==> src/rtl/imem_loader.sv <==
// -----------------------------------------------------------------------------
// imem_loader
//   Streams a program image, one byte per handshake, into instruction memory.
//   Bytes are packed little-endian into 32-bit words. Each complete word is
//   written with a one-cycle strobe at consecutive addresses starting at
//   BASE_ADDR. The CPU is held off while a load is in progress.
//
// Parameters
//   BASE_ADDR  : address of the first word written
//   ADDR_STEP  : byte increment of im_addr after each word write
//
// Ports
//   clk        in   1   clock, rising edge
//   reset      in   1   asynchronous, active-low reset
//   load_start in   1   one-cycle load request (accepted in IDLE/DONE)
//   word_count in  16   words to load, sampled with load_start
//   in_valid   in   1   source byte valid
//   in_data    in   8   source byte
//   in_ready   out  1   loader accepts a byte this cycle
//   im_we      out  1   instruction-memory write strobe
//   im_addr    out 32   instruction-memory write address
//   im_wdata   out 32   instruction-memory write data
//   busy       out  1   load in progress
//   cpu_hold   out  1   keeps the CPU stalled while high
//   done       out  1   sticky load-complete flag
//   err        out  1   sticky checksum-mismatch flag
//
// Build option
//   IMEM_LOADER_CHECKSUM_EN : after the last word, one trailer byte is
//   accepted and compared against the 8-bit sum of all data bytes.
//   Undefined: no trailer is consumed and err stays 0.
// -----------------------------------------------------------------------------
module imem_loader #(
    parameter logic [31:0] BASE_ADDR = 32'h0000_0000,
    parameter logic [31:0] ADDR_STEP = 32'd4
) (
    input  logic        clk,
    input  logic        reset,
    input  logic        load_start,
    input  logic [15:0] word_count,
    input  logic        in_valid,
    input  logic [7:0]  in_data,
    output logic        in_ready,
    output logic        im_we,
    output logic [31:0] im_addr,
    output logic [31:0] im_wdata,
    output logic        busy,
    output logic        cpu_hold,
    output logic        done,
    output logic        err
);

    typedef enum logic [2:0] {
        S_IDLE,
        S_COLLECT,
        S_WRITE,
        S_CHECK,
        S_DONE
    } state_t;

    state_t      r_state;
    state_t      w_state_next;
    logic [15:0] r_count;
    logic [1:0]  r_idx;
    logic [31:0] r_addr;
    logic [31:0] r_wdata;
    logic        r_done;
    logic        w_last_word;

    assign w_last_word = (r_count == 16'd1);

    always_ff @(posedge clk or negedge reset) begin
        if (!reset) begin
            r_state <= S_IDLE;
        end else begin
            r_state <= w_state_next;
        end
    end

    always_comb begin
        w_state_next = r_state;
        in_ready     = 1'b0;
        im_we        = 1'b0;
        busy         = 1'b0;
        cpu_hold     = 1'b0;
        case (r_state)
            S_IDLE, S_DONE: begin
                if (load_start) begin
                    w_state_next = (word_count == '0) ? S_DONE : S_COLLECT;
                end
            end
            S_COLLECT: begin
                in_ready = 1'b1;
                busy     = 1'b1;
                cpu_hold = 1'b1;
                if (in_valid && (r_idx == 2'd3)) begin
                    w_state_next = S_WRITE;
                end
            end
            S_WRITE: begin
                im_we    = 1'b1;
                busy     = 1'b1;
                cpu_hold = 1'b1;
                if (w_last_word) begin
`ifdef IMEM_LOADER_CHECKSUM_EN
                    w_state_next = S_CHECK;
`else
                    w_state_next = S_DONE;
`endif
                end else begin
                    w_state_next = S_COLLECT;
                end
            end
`ifdef IMEM_LOADER_CHECKSUM_EN
            S_CHECK: begin
                in_ready = 1'b1;
                busy     = 1'b1;
                cpu_hold = 1'b1;
                if (in_valid) begin
                    w_state_next = S_DONE;
                end
            end
`endif
            default: w_state_next = S_IDLE;
        endcase
    end

`ifdef IMEM_LOADER_CHECKSUM_EN
    logic [7:0] r_sum;
    logic       r_err;
`endif

    always_ff @(posedge clk or negedge reset) begin
        if (!reset) begin
            r_count <= '0;
            r_idx   <= '0;
            r_addr  <= BASE_ADDR;
            r_wdata <= '0;
            r_done  <= 1'b0;
`ifdef IMEM_LOADER_CHECKSUM_EN
            r_sum   <= '0;
            r_err   <= 1'b0;
`endif
        end else begin
            case (r_state)
                S_IDLE, S_DONE: begin
                    if (load_start) begin
                        r_count <= word_count;
                        r_idx   <= '0;
                        r_addr  <= BASE_ADDR;
                        // A zero-length load goes straight back to DONE,
                        // so done is re-asserted on the same edge.
                        r_done  <= (word_count == '0);
`ifdef IMEM_LOADER_CHECKSUM_EN
                        r_sum   <= '0;
                        r_err   <= 1'b0;
`endif
                    end
                end
                S_COLLECT: begin
                    if (in_valid) begin
                        r_wdata[{r_idx, 3'b000} +: 8] <= in_data;
                        r_idx <= r_idx + 2'd1;
`ifdef IMEM_LOADER_CHECKSUM_EN
                        r_sum <= r_sum + in_data;
`endif
                    end
                end
                S_WRITE: begin
                    r_addr  <= r_addr + ADDR_STEP;
                    r_count <= r_count - 16'd1;
`ifndef IMEM_LOADER_CHECKSUM_EN
                    if (w_last_word) begin
                        r_done <= 1'b1;
                    end
`endif
                end
`ifdef IMEM_LOADER_CHECKSUM_EN
                S_CHECK: begin
                    if (in_valid) begin
                        r_err  <= (in_data != r_sum);
                        r_done <= 1'b1;
                    end
                end
`endif
                default: ;
            endcase
        end
    end

    assign im_addr  = r_addr;
    assign im_wdata = r_wdata;
    assign done     = r_done;
`ifdef IMEM_LOADER_CHECKSUM_EN
    assign err      = r_err;
`else
    assign err      = 1'b0;
`endif

endmodule

==> config.mk <==
export PLATFORM = sky130hd
export DESIGN_NAME = imem_loader
export DESIGN_NICKNAME = d
export VERILOG_FILES = /design/src/rtl/imem_loader.sv
export SDC_FILE = /design/constraint.sdc
export NUM_CORES = 1
export LEC_CHECK = 0
export CORE_MARGIN = 2
export CORE_UTILIZATION = 35
export CTS_CLUSTER_DIAMETER = 200
export DETAILED_ROUTE_END_ITERATION = 12
export GPL_ROUTABILITY_DRIVEN = 0
export SYNTH_ARGS = -nofsm -noshare
export SYNTH_HDL_FRONTEND = slang
export SYNTH_SLANG_ARGS = --single-unit
==> constraint.sdc <==
create_clock -name clk -period 3.2 [get_ports clk]
set_input_delay 0.32 -clock clk [delete_from_list [all_inputs] [get_ports clk]]
set_output_delay 0.32 -clock clk [all_outputs]
set_load 0.02 [all_outputs]
---- Yosys cells after proc, flatten, opt, wreduce, memory -nomap -nowiden ----
Cells that the tools add are included.
word-level totals
  register bits ........................... 86
  word-level logic and storage cells ...... 52
  output and inout bits ................... 70
operators by class
  shift operators ......................... 2
  equal/unequal tests ..................... 9
  reduce and logical (&&, ||, !) cells .... 12
  add/subtract/negate cells ............... 4
  muxes and demuxes ....................... 19
operators by type and width
  kind                      number
  $pmux W32 S2              1
  $add A32 B3 Y32 const B   1
  $bwmux W32                1
  $mux W32                  1
  $pmux W16 S2              1
  $shift A8 B7 Y32 const A  1
  $shiftx A8 B7 Y32         1
  $eq A16 B1 Y1 const B     1
  $logic_not A16 Y1         1
  $mux W16                  1
  $sub A16 B1 Y16 const B   1
  $mux W3                   4
  $pmux W3 S3               1
  $ne A2 B2 Y1 const B      4
  $neg A5 Y7                1
  $reduce_and A2 Y1         3
  $reduce_and A3 Y1         2
  $mux W1                   5
  $mux W2                   2
  $pmux W2 S2               1
  $reduce_bool A2 Y1        2
  $reduce_or A2 Y1          2
  $eq A3 B1 Y1 const B      1
  $eq A3 B2 Y1 const B      1
  6 further kinds           6

---- Longest topological paths before layout ----
  depth in word-level cells ............... 4
  depth in mapped cells ................... 6

---- Worst setup path before layout ----
No wires, ideal clock.
  kind .................................... register to output
  start point ............................. register r_state[0]
  end point ............................... output port cpu_hold
  arrival ................................. 1.670 ns
  buffers on the path ..................... 1
  stages on the path, launching flop included .. 4
  setup slack ............................. 1.210 ns
  cells stage by stage .................... dfrtp_1 > nor3b_1 > nand2b_1 > buf_4
on the way
  word-level cells in the longest chain between the ends .. 3
  elaborated cells on any way between the ends .. 4
RTL lines
  what                                                 line  source
  start: declaration                                   61    state_t r_state;
  start signal: assignment                             76    r_state <= w_state_next;
  $eq A3 B2 Y1 / $eq A3 B1 Y1 (equally long branches)  -
  $reduce_or A2 Y1 (no line) *                         -
  $mux W1 *                                            -
  end: declaration                                     48    output logic cpu_hold,
Mark *: on every way between the ends. The rest lies on a longest branch, timed or not.

---- Worst setup path after layout ----
  start point ............................. register r_state[0]
  end point ............................... output port im_we
on the way
  word-level cells in the longest chain between the ends .. 2
RTL lines
  what              line  source
  $eq A3 B2 Y1      86    case (r_state)
  $mux W1           86
  end: declaration  44    output logic im_we,
No other way between the ends.

==> out/metrics.csv <==
stage,metric,value,unit
cells_and_area,utilization,47.33,%
timing,max_slew_margin,29.77,%
timing,hold_ws,0.1640,ns
clock_tree,tritoncts,done,
global_routing,grt_pass1_vias,3562,
cells_and_area,diodes,0,
timing,clock_skew,0.006080,ns
synth,syn-mean-instance-area,9.255,sq um
timing,rsz0062_at_grt,false,
floorplanning,ios,98,
cells_and_area,nNetsFinal,584,
timing,hold_violations,0,
critical_path,worst_ep_required_time,2.88,ns
timing,setup_tns,0,ns
cells_and_area,ff_latch_area,0.002102,sq mm
cells_and_area,multi_input_area,0.002013,sq mm
cells_and_area,layout-drive-gt1-share,5.425,%
synth,synth_flop_cell,dfrtp_1,
route,initialDrtViolationCount,296,
route,viasPerCell,5.471,
worst_hold_path,hold_class,in -> async,
global_routing,grt_max_degree,85,
global_routing,antenna_found_initial,0,
clock_tree,htreeDepth,3,
power,power_density,775.5,mW/mm^2
critical_path,worstPathArrival,2.23,ns
clock_tree,clock_latency,0.35,ns
cells_and_area,fillers,1147,
timing,setup_viol,0,
clock_tree,clkTransAtPathRegs,0.06,ns
timing,fmax,392.6,MHz
route,wl,11440,microns
clock_tree,cts_made_buffers,9,
clock_tree,post_cts_buffers,0,
clock_tree,root_buffer,clkbuf_16,
floorplanning,num_rows,40,
synth,synthDistinctLibCells,56,
clock_tree,cts.sinks,84,
timing,min_period,2.547,ns
route,avgRoutedWirePerCell,16.34,microns
power,vdd_ir_drop_max,0.3983,mV
synth,ys_seq_area_share,49.48,%
synth,synthCells,459,
floorplanning,fp.dieArea,0.01303,sq mm
outcome,outcome,completed,
route,vias,3830,
synth,syn_area,0.004248,sq mm
power,leakagePower,0.002349,uW
critical_path,cp_max_fo,22,
flow_run,drv_cap,0,
synth,async_flop_share,100.0,%
timing,slew_viol_final,0,
timing,worstMarginPinSlew,1.054,ns
critical_path,critPathLaunchType,flip-flop,
global_routing,grt_util_all_layers,18.26,%
critical_path,criticalPathCategory,reg -> out,
floorplanning,core-area,0.01191,sq mm
floorplanning,initial_core_util,35.66,%
synth,synth_enable_flop_cells,0,
power,power.total,4372,uW
global_routing,grt_pass1_wl,18680,microns
cells_and_area,stdcell_count,700,
critical_path,crit_path_end_kind,output pin,
floorplanning,fp.dieW,114.2,microns
synth,synth.ff_latch_count,84,
critical_path,r2r_slack,0.69,ns
floorplanning,dieHeight,114.2,microns
timing,period_share,79.60,%
clock_tree,cts-resized-gates,0,
clock_tree,hold_buffers,0,
synth,ys_warn_count,0,
clock_tree,clock_path_buffers,2,
placed_design,dp_hpwl,7981,microns
placed_design,place_inst,684,
route,drt_pass1_iterations,5,
route,ant_nets,0,
route,drc,0,
placed_design,numPortBuffers,94,
global_routing,grt_overflow,0,
cells_and_area,area_growth,32.72,%
[per-layer routing]
metal | wire (microns) | track usage [%] | part of all wire [%]
met5 | 0 | 0 | 0
met3 | 887 | 5.770 | 7.8
met4 | 126 | 5.691 | 1.1
met1 | 5254 | 25.26 | 46
met2 | 5171 | 27.38 | 45
[worst paths after layout]
path | from | endpoint | depth (start not counted)
min in group clk | im_wdata[31] | im_wdata[31] | 2
max | r_state[0] | im_we | 3
min reg2reg | im_wdata[31] | im_wdata[31] | 2
min | reset | r_count[14] | 1
max reg2reg | r_state[0] | im_addr[23] | 6
max in group asynchronous | reset | im_wdata[30] | 1
[through the flow]
stage	area (sq um)	setup WS (ns)
2_1_floorplan	4255	1.210
3_3_place_gp	5298	0.8771
3_5_place_dp	5298	0.7616
4_1_cts	5638	0.6480
5_1_grt	5638	0.5423
6_report	5638	0.6528
[cells in the final DEF, fill, tap and decap left out, types with 2 or more instances in the layout]
| cell type | synthesis | layout |
|---|---|---|
| nor3_1 | 12 | 12 |
| dfrtp_1 | 84 | 84 |
| o21ai_0 | 49 | 49 |
| clkinv_2 | 0 | 2 |
| inv_1 | 9 | 9 |
| nand2b_1 | 3 | 3 |
| o22ai_1 | 3 | 3 |
| a22oi_1 | 2 | 2 |
| a31oi_1 | 6 | 6 |
| a21oi_1 | 13 | 13 |
| o211ai_1 | 4 | 4 |
| mux2i_1 | 16 | 16 |
| clkinvlp_4 | 0 | 2 |
| clkbuf_16 | 0 | 9 |
| or3_1 | 2 | 2 |
| nor4_4 | 2 | 2 |
| conb_1 | 1 | 3 |
| ha_1 | 8 | 8 |
| a21o_1 | 2 | 2 |
| nand2_1 | 106 | 106 |
| nand4_1 | 13 | 13 |
| and3_1 | 5 | 5 |
| a221o_1 | 4 | 4 |
| nor3b_1 | 5 | 5 |
| buf_4 | 4 | 4 |
| or3b_2 | 2 | 2 |
| bufinv_16 | 0 | 3 |
| and4_1 | 4 | 4 |
| clkdlybuf4s50_1 | 0 | 93 |
| a211o_1 | 3 | 3 |
| or4_1 | 3 | 3 |
| nor3_2 | 2 | 2 |
| o311ai_0 | 2 | 2 |
| nor2_1 | 14 | 14 |
| nand3_1 | 25 | 25 |
| o31ai_1 | 3 | 3 |
| nor4_1 | 10 | 10 |
[state kept, by name, summed over array words and instances (netlist names)]
| name | cells |
|---|---|
| r_count | 16 |
| im_wdata | 32 |
| r_idx | 2 |
| im_addr | 30 |
| done | 1 |
| r_state | 3 |
[cell usage after synthesis (9+ instances only)]
| library cell | n | share of area [%] |
|---|---|---|
| a21oi_1 | 13 | 1.5 |
| clkbuf_1 | 15 | 1.3 |
| dfrtp_1 | 84 | 49 |
| inv_1 | 9 | 0.80 |
| mux2i_1 | 16 | 3.8 |
| nand2_1 | 106 | 9.4 |
| nand3_1 | 25 | 2.9 |
| nand4_1 | 13 | 1.9 |
| nor2_1 | 14 | 1.2 |
| nor3_1 | 12 | 1.4 |
| nor4_1 | 10 | 1.5 |
| o21ai_0 | 49 | 5.8 |
[critical path, stage by stage (launching register included)]
cell and delay [ns]:
dfrtp_1 0.44, or3b_4 0.54, clkinv_1 0.25, clkdlybuf4s50_1 0.65
[cells by family after synthesis]
kind of cell / share of synthesized area [%]
flops: 49.48
simple gates: 25.68
mux: 3.770
fa+ha+maj: 2.357
xor+xnor: 0.2062
compound gates: 15.11
buf+inv: 3.299
other cells: 0.08828
[report_power, final]
part	switching (uW)	internal, uW
sequential	263	1360
combinational	882	665
clock	441	760
[cell type report]
cell class,count,area share [%]
Multi-Input combinational cell,346,35.71
Sequential cell,84,37.28
Clock buffer,9,3.995
Timing Repair Buffer,97,17.04
Tap cell,147,3.262
Inverter,10,0.6658
Clock inverter,7,2.042
Note: power is estimated with default switching activity, not from simulation.
